**src/rtl/ahb_bus_arbiter.sv**
```systemverilog
// Two-master AHB-Lite arbiter: round-robin grant with burst/lock protection,
// address/control mux from the address-phase owner, HWDATA mux from the data-phase owner.
module ahb_bus_arbiter #(
   parameter int unsigned ADDR_W = 32,
   parameter int unsigned DATA_W = 64
) (
   input  logic              HCLK,
   input  logic              HRESET,
   input  logic              HREADY,
   input  logic [1:0]        HBUSREQ,
   input  logic [1:0]        HLOCK,
   input  logic [1:0]        HTRANS_M0,
   input  logic [1:0]        HTRANS_M1,
   input  logic [ADDR_W-1:0] HADDR_M0,
   input  logic [ADDR_W-1:0] HADDR_M1,
   input  logic              HWRITE_M0,
   input  logic              HWRITE_M1,
   input  logic [2:0]        HSIZE_M0,
   input  logic [2:0]        HSIZE_M1,
   input  logic [2:0]        HBURST_M0,
   input  logic [2:0]        HBURST_M1,
   input  logic [3:0]        HPROT_M0,
   input  logic [3:0]        HPROT_M1,
   input  logic [DATA_W-1:0] HWDATA_M0,
   input  logic [DATA_W-1:0] HWDATA_M1,
   output logic [1:0]        HGRANT,
   output logic              HMASTER,
   output logic [1:0]        HTRANS,
   output logic [ADDR_W-1:0] HADDR,
   output logic              HWRITE,
   output logic [2:0]        HSIZE,
   output logic [2:0]        HBURST,
   output logic [3:0]        HPROT,
   output logic              HMASTLOCK,
   output logic [DATA_W-1:0] HWDATA
);

   localparam logic [1:0] TransIdle   = 2'b00;
   localparam logic [1:0] TransBusy   = 2'b01;
   localparam logic [1:0] TransNonseq = 2'b10;
   localparam logic [1:0] TransSeq    = 2'b11;

   localparam logic [2:0] BurstSingle = 3'b000;
   localparam logic [2:0] BurstIncr   = 3'b001;

   typedef enum logic [0:0] {OwnM0, OwnM1} owner_e;

   owner_e      owner_q, owner_d;
   logic        data_owner_q;
   logic [3:0]  beat_cnt_q, beat_cnt_d;
   logic        incr_q, incr_d;
   logic [3:0]  burst_len_m1;
   logic        handover;

   assign HMASTER = (owner_q == OwnM1);
   assign HGRANT  = (owner_q == OwnM1) ? 2'b10 : 2'b01;

   // Address/control mux follows the address-phase owner
   always_comb begin
      HTRANS    = HTRANS_M0;
      HADDR     = HADDR_M0;
      HWRITE    = HWRITE_M0;
      HSIZE     = HSIZE_M0;
      HBURST    = HBURST_M0;
      HPROT     = HPROT_M0;
      HMASTLOCK = HLOCK[0];
      if (owner_q == OwnM1) begin
         HTRANS    = HTRANS_M1;
         HADDR     = HADDR_M1;
         HWRITE    = HWRITE_M1;
         HSIZE     = HSIZE_M1;
         HBURST    = HBURST_M1;
         HPROT     = HPROT_M1;
         HMASTLOCK = HLOCK[1];
      end
   end

   assign HWDATA = data_owner_q ? HWDATA_M1 : HWDATA_M0;

   always_comb begin
      burst_len_m1 = 4'd0;
      case (HBURST)
         3'b010, 3'b011: burst_len_m1 = 4'd3;
         3'b100, 3'b101: burst_len_m1 = 4'd7;
         3'b110, 3'b111: burst_len_m1 = 4'd15;
         default:        burst_len_m1 = 4'd0;
      endcase
   end

   // An undefined-length INCR owner may be pre-empted once it drops its request
   always_comb begin
      handover = 1'b0;
      if (HREADY && !HMASTLOCK) begin
         if (HTRANS == TransIdle) handover = 1'b1;
         if (HTRANS == TransNonseq && HBURST == BurstSingle) handover = 1'b1;
         if (HTRANS == TransSeq && beat_cnt_q == 4'd1) handover = 1'b1;
         if (!HBUSREQ[HMASTER] && incr_q) handover = 1'b1;
      end
   end

   always_comb begin
      owner_d = owner_q;
      if (handover) begin
         unique case (HBUSREQ)
            2'b11:   owner_d = (owner_q == OwnM0) ? OwnM1 : OwnM0;
            2'b10:   owner_d = OwnM1;
            2'b01:   owner_d = OwnM0;
            default: owner_d = OwnM0;
         endcase
      end
   end

   always_comb begin
      beat_cnt_d = beat_cnt_q;
      incr_d     = incr_q;
      if (HREADY) begin
         unique case (HTRANS)
            TransIdle:   incr_d = 1'b0;
            TransBusy:   ;
            TransNonseq: begin
               beat_cnt_d = burst_len_m1;
               incr_d     = (HBURST == BurstIncr);
            end
            TransSeq:    beat_cnt_d = (beat_cnt_q == 4'd0) ? 4'd0 : beat_cnt_q - 4'd1;
            default:     ;
         endcase
      end
   end

   always_ff @(posedge HCLK or negedge HRESET) begin
      if (!HRESET) begin
         owner_q      <= OwnM0;
         data_owner_q <= 1'b0;
         beat_cnt_q   <= 4'd0;
         incr_q       <= 1'b0;
      end else begin
         owner_q    <= owner_d;
         beat_cnt_q <= beat_cnt_d;
         incr_q     <= incr_d;
         if (HREADY) data_owner_q <= HMASTER;
      end
   end

endmodule

```
**config.mk**
```make
export PLATFORM = sky130hd
export DESIGN_NAME = ahb_bus_arbiter
export DESIGN_NICKNAME = d
export VERILOG_FILES = /design/src/rtl/ahb_bus_arbiter.sv
export SDC_FILE = /design/constraint.sdc
export NUM_CORES = 1
export LEC_CHECK = 0
export CAP_MARGIN = 25
export CORE_AREA = 2 2 131 133
export CTS_CLUSTER_SIZE = 30
export DETAILED_ROUTE_END_ITERATION = 12
export DIE_AREA = 0 0 133 135
export PLACE_DENSITY_LB_ADDON = 0.12
export SLEW_MARGIN = 15
export SYNTH_ARGS = -nofsm -noshare
export SYNTH_HDL_FRONTEND = slang
export SYNTH_SLANG_ARGS = --single-unit
export TNS_END_PERCENT = 30
```
**constraint.sdc**
```tcl
create_clock -name HCLK -period 1.6 [get_ports HCLK]
set_input_delay 0.24 -clock HCLK [delete_from_list [all_inputs] [get_ports HCLK]]
set_output_delay 0.24 -clock HCLK [all_outputs]
set_load 0.02 [all_outputs]
```
==> results.sh <==
export IMPL_timing_final_max_slew_violations=0
export IMPL_synth_xor_area_share=0
export IMPL_initialDrtViolationCount=41
export IMPL_combinational_family_with_the_most_area_after_synthesis="multiplexers"
export IMPL_die_area_um2=18000
export IMPL_clock_tree_root_cell="sky130_fd_sc_hd__clkbuf_16"
export IMPL_finalWeightedCongestion=0.826
export IMPL_critical_path_top_cell_by_count="sky130_fd_sc_hd__mux2_4"
export IMPL_path_cells="buf_12 > mux2_4 > or2_1 > a41oi_2 > mux2_4"
export IMPL_muxShareOfSynthArea=0.707
export IMPL_cp_data_arrival_time_ns=1.87
export IMPL_dominant_cell_by_count_in_the_synthesized_netlist="sky130_fd_sc_hd__mux2_2"
export IMPL_critical_path_endpoint_type="register"
export IMPL_post_route_drc_count=0
export IMPL_ioPinCount=338
export IMPL_netlist_cell_type_count=36
export IMPL_fin_worst_hold_slack_ns=0.283
export IMPL_critical_path_slowest_cell="sky130_fd_sc_hd__dfrtp_2"
export IMPL_ir_worst_vdd_v=0.000478
export IMPL_clkSlewWorstSetupHoldPaths_ns=0.04
export IMPL_worstSetupEndpoint="HMASTER$_DFFE_PN0P_"
export IMPL_cell_type_with_the_largest_total_area_after_synthesis="sky130_fd_sc_hd__mux2_2"
export IMPL_run_status="complete, but fails checks"
export IMPL_synth_ff_latch_count=7
export IMPL_place_detailed_instances=735
export IMPL_numClockSinks=7
export IMPL_placementRows=47
export IMPL_diodes_inserted=0
export IMPL_worst_ep_required_time_ns=1.71
export IMPL_worst_r2r_path_depth=5
export IMPL_cts_hold_repair_buffers=0
export IMPL_worstHoldPathType="input port to async pin"
export IMPL_top_area_cells_in_the_synthesized_netlist="sky130_fd_sc_hd__mux2_2 66%, sky130_fd_sc_hd__dfrtp_1 9.7%, sky130_fd_sc_hd__buf_2 2.2%"
export IMPL_cts_root_to_sink_buffers=2
export IMPL_synth_compound_gate_area_share=0.0697
export IMPL_final_cell_count_no_fill=758
export IMPL_postPlaceCellArea_um2=5540
export IMPL_die_w_um=133
export IMPL_finalHoldViolations=0
export IMPL_synth_top_cells_by_count="106 x sky130_fd_sc_hd__mux2_2, 8 x sky130_fd_sc_hd__buf_2, 7 x sky130_fd_sc_hd__dfrtp_1, 6 x sky130_fd_sc_hd__inv_1"
export IMPL_power_leakage_nw=2.51
export IMPL_fin_area_um2=5880
export IMPL_place_detailed_hpwl_mm=10.6
export IMPL_netlist_area_um2=1810
export IMPL_finalSetupViolCount=95
export IMPL_power_density_of_the_placed_cells_nw_per_um2=1290
export IMPL_area_growth_pct=224
export IMPL_power_share_clock=0.057
export IMPL_ant_nets=0
export IMPL_worst_r2r_startpoint="HMASTER$_DFFE_PN0P_"
export IMPL_grt_first_pass_wirelength_mm=17.1
export IMPL_tritoncts="done"
export IMPL_worst_path_dominant_cell_family="multiplexers"
export IMPL_final_layout_size_suffix_gt1_frac=0.507
export IMPL_grt_max_degree=34
export IMPL_tritoncts_num_buffers=3
export IMPL_layout_setup_ws_ns=-0.158
export IMPL_rsz0062_at_grt="yes"
export IMPL_ys_dominant_reg_cell="sky130_fd_sc_hd__dfrtp_1"
export IMPL_synth_top_area_share=0.658
export IMPL_cap_violations=0
export IMPL_kind_of_launch_point_of_the_worst_setup_path="register"
export IMPL_grt_use_total=0.122
export IMPL_part_of_the_yosys_area_used_for_sequential_elements=0.0966
export IMPL_synthCells=177
export IMPL_h_tree_depth=1
export IMPL_drt_pre_antenna_iters=4
export IMPL_max_stage_delay_ns=0.47
export IMPL_synth_async_sr_flop_share=1.00
export IMPL_design_final_nets=764
export IMPL_final_core_util=0.358
export IMPL_post_synth_fa_ha_maj_area_fraction=0
export IMPL_wire_per_inst_um=17.0
export IMPL_synthesis_yosys_warnings=0
export IMPL_timing_critical_path_from="HMASTER$_DFFE_PN0P_"
export IMPL_regToRegSetupSlack_ns=-0.16
export IMPL_io_buffers=337
export IMPL_floorplan_initialDensity=0.111
export IMPL_critical_path_peak_fanout=5
export IMPL_violated_checks="negative setup slack"
export IMPL_totalWireLength_mm=12.9
export IMPL_insertion_delay_ns=0.23
export IMPL_die_height_um=135
export IMPL_synth_area_per_inst_um2=10.2
export IMPL_comb_power_share=0.891
export IMPL_layout_skew_ns=0.00156
export IMPL_worst_reg2reg_path_endpoint="HMASTER$_DFFE_PN0P_"
export IMPL_internal_power_mw=4.44
export IMPL_number_of_antenna_violations_at_the_first_check_in_global_routing=0
export IMPL_routed_via_density=3.80
export IMPL_final_period_minus_worst_setup_slack_ns=1.76
export IMPL_cp_num_buf_inv=1
export IMPL_slew_headroom=0.767
export IMPL_grt_pass1_vias=3004
export IMPL_synth_nets=402
export IMPL_timing_final_crit_share=1.10
export IMPL_netSwitchingFraction=0.417
export IMPL_design_core_area_um2=16400
export IMPL_max_slew_worst_pin_slew_ns=0.349
export IMPL_net_switching_component_of_the_power_mw=3.17
export IMPL_post_synth_and_or_nand_nor_area_fraction=0.0614
export IMPL_p_seq_frac=0.052
export IMPL_maxClockFrequency_mhz=569
export IMPL_setup_worst_path_class="register to register"
export IMPL_worstSetupPathDepth=5
export IMPL_num_vias=2882
export IMPL_synth_enable_flop_cells=0
export IMPL_globalRouteOverflowTotal=0
==> logic make-up (layout without fill, tap and decap cells) <==
| logic type | after synthesis | count (layout) |
|---|---|---|
| AOI/OAI and AO/OA | 17 | 17 |
| DFF | 7 | 7 |
| buffers and inverters | 21 | 382 |
| and+or+nand+nor | 19 | 19 |
| muxes | 113 | 113 |
==> worst min-delay path by stage <==
| stage | cells after the start | slack (ns) | end |
|---|---|---|---|
| global placement | 2 | 0.48 | incr_q$_DFFE_PN0P_ |
| CTS | 1 | 0.30 | HMASTER$_DFFE_PN0P_ |
| global route | 1 | 0.31 | beat_cnt_q[0]$_DFFE_PN0P_ |
| floorplan | 0 | -0.06 | HMASTER$_DFFE_PN0P_ |
| detailed placement | 2 | 0.49 | incr_q$_DFFE_PN0P_ |
| finish | 1 | 0.28 | beat_cnt_q[1]$_DFFE_PN0P_ |
==> flip-flops by register name, summed over array words and instances (netlist names) <==
name and cells:
HMASTER 1, beat_cnt_q 4, data_owner_q 1, incr_q 1
==> cells in the final DEF (no fill, tap or decap), types with 2 or more instances in the layout <==
cell,n
sky130_fd_sc_hd__buf_2,50
sky130_fd_sc_hd__nor3_1,3
sky130_fd_sc_hd__dlygate4sd2_1,3
sky130_fd_sc_hd__buf_12,10
sky130_fd_sc_hd__o211ai_1,2
sky130_fd_sc_hd__mux2i_4,3
sky130_fd_sc_hd__clkbuf_16,6
sky130_fd_sc_hd__nor2_1,2
sky130_fd_sc_hd__dfrtp_2,2
sky130_fd_sc_hd__buf_6,54
sky130_fd_sc_hd__mux2_4,40
sky130_fd_sc_hd__mux2_2,68
sky130_fd_sc_hd__buf_4,23
sky130_fd_sc_hd__clkdlybuf4s50_1,224
sky130_fd_sc_hd__nand2_1,4
sky130_fd_sc_hd__dfrtp_1,5
sky130_fd_sc_hd__o21ai_0,3
sky130_fd_sc_hd__inv_1,6
sky130_fd_sc_hd__clkbuf_2,3
sky130_fd_sc_hd__a22o_1,2
==> metal layers <==
layer	vias up	track usage	part of all wire
li1	1386	-	-
met1	1338	0.131	0.35
met2	152	0.245	0.56
met3	6	0.0308	0.075
met4	0	0.0167	0.0068
met5	-	0	0
==> worst reg2reg max path, stage by stage, from the launching register on <==
cell and delay (ns):
sky130_fd_sc_hd__dfrtp_2 0.47, sky130_fd_sc_hd__buf_12 0.17, sky130_fd_sc_hd__mux2_4 0.29, sky130_fd_sc_hd__or2_1 0.22
sky130_fd_sc_hd__a41oi_2 0.18, sky130_fd_sc_hd__mux2_4 0.31
==> per-stage QoR <==
| stage | setup TNS [ns] | setup slack [ns] | power, mW |
|---|---|---|---|
| after floorplan | -0.158 | -0.158 | 3.56 |
| after global placement | -17.98 | -0.242 | 6.31 |
| after detailed placement | -18.47 | -0.243 | 6.29 |
| after CTS | -5.78 | -0.208 | 6.60 |
| after global routing | -11.99 | -0.189 | 8.03 |
| final | -7.36 | -0.158 | 7.60 |
==> power groups by stage <==
stage | logic (mW) | registers [mW] | clock network [mW]
2_1_floorplan | 3.22 | 0.338 | 0
3_3_place_gp | 5.94 | 0.370 | 0
3_5_place_dp | 5.92 | 0.369 | 0
4_1_cts | 5.77 | 0.378 | 0.447
5_1_grt | 7.15 | 0.415 | 0.459
6_report | 6.78 | 0.397 | 0.430
==> cell type report <==
cell class	count	area (µm²)
clock inverter	1	5.00
inverter	7	26.3
clock buffer	3	75.1
sequential	7	178
fill	1656	10500
tap	220	275
multi-input combinational	149	1700
timing repair buffer	371	3620
==> what timing repair did <==
action                                  in CTS  in global routing
resized for setup                          499                119
hold endpoints to repair                     0                  0
pin swaps                                    0                  1
gates cloned                                 2                  4
setup buffers                                2                 12
endpoints found under the setup margin     117                114
(Power assumes the default switching activity.)
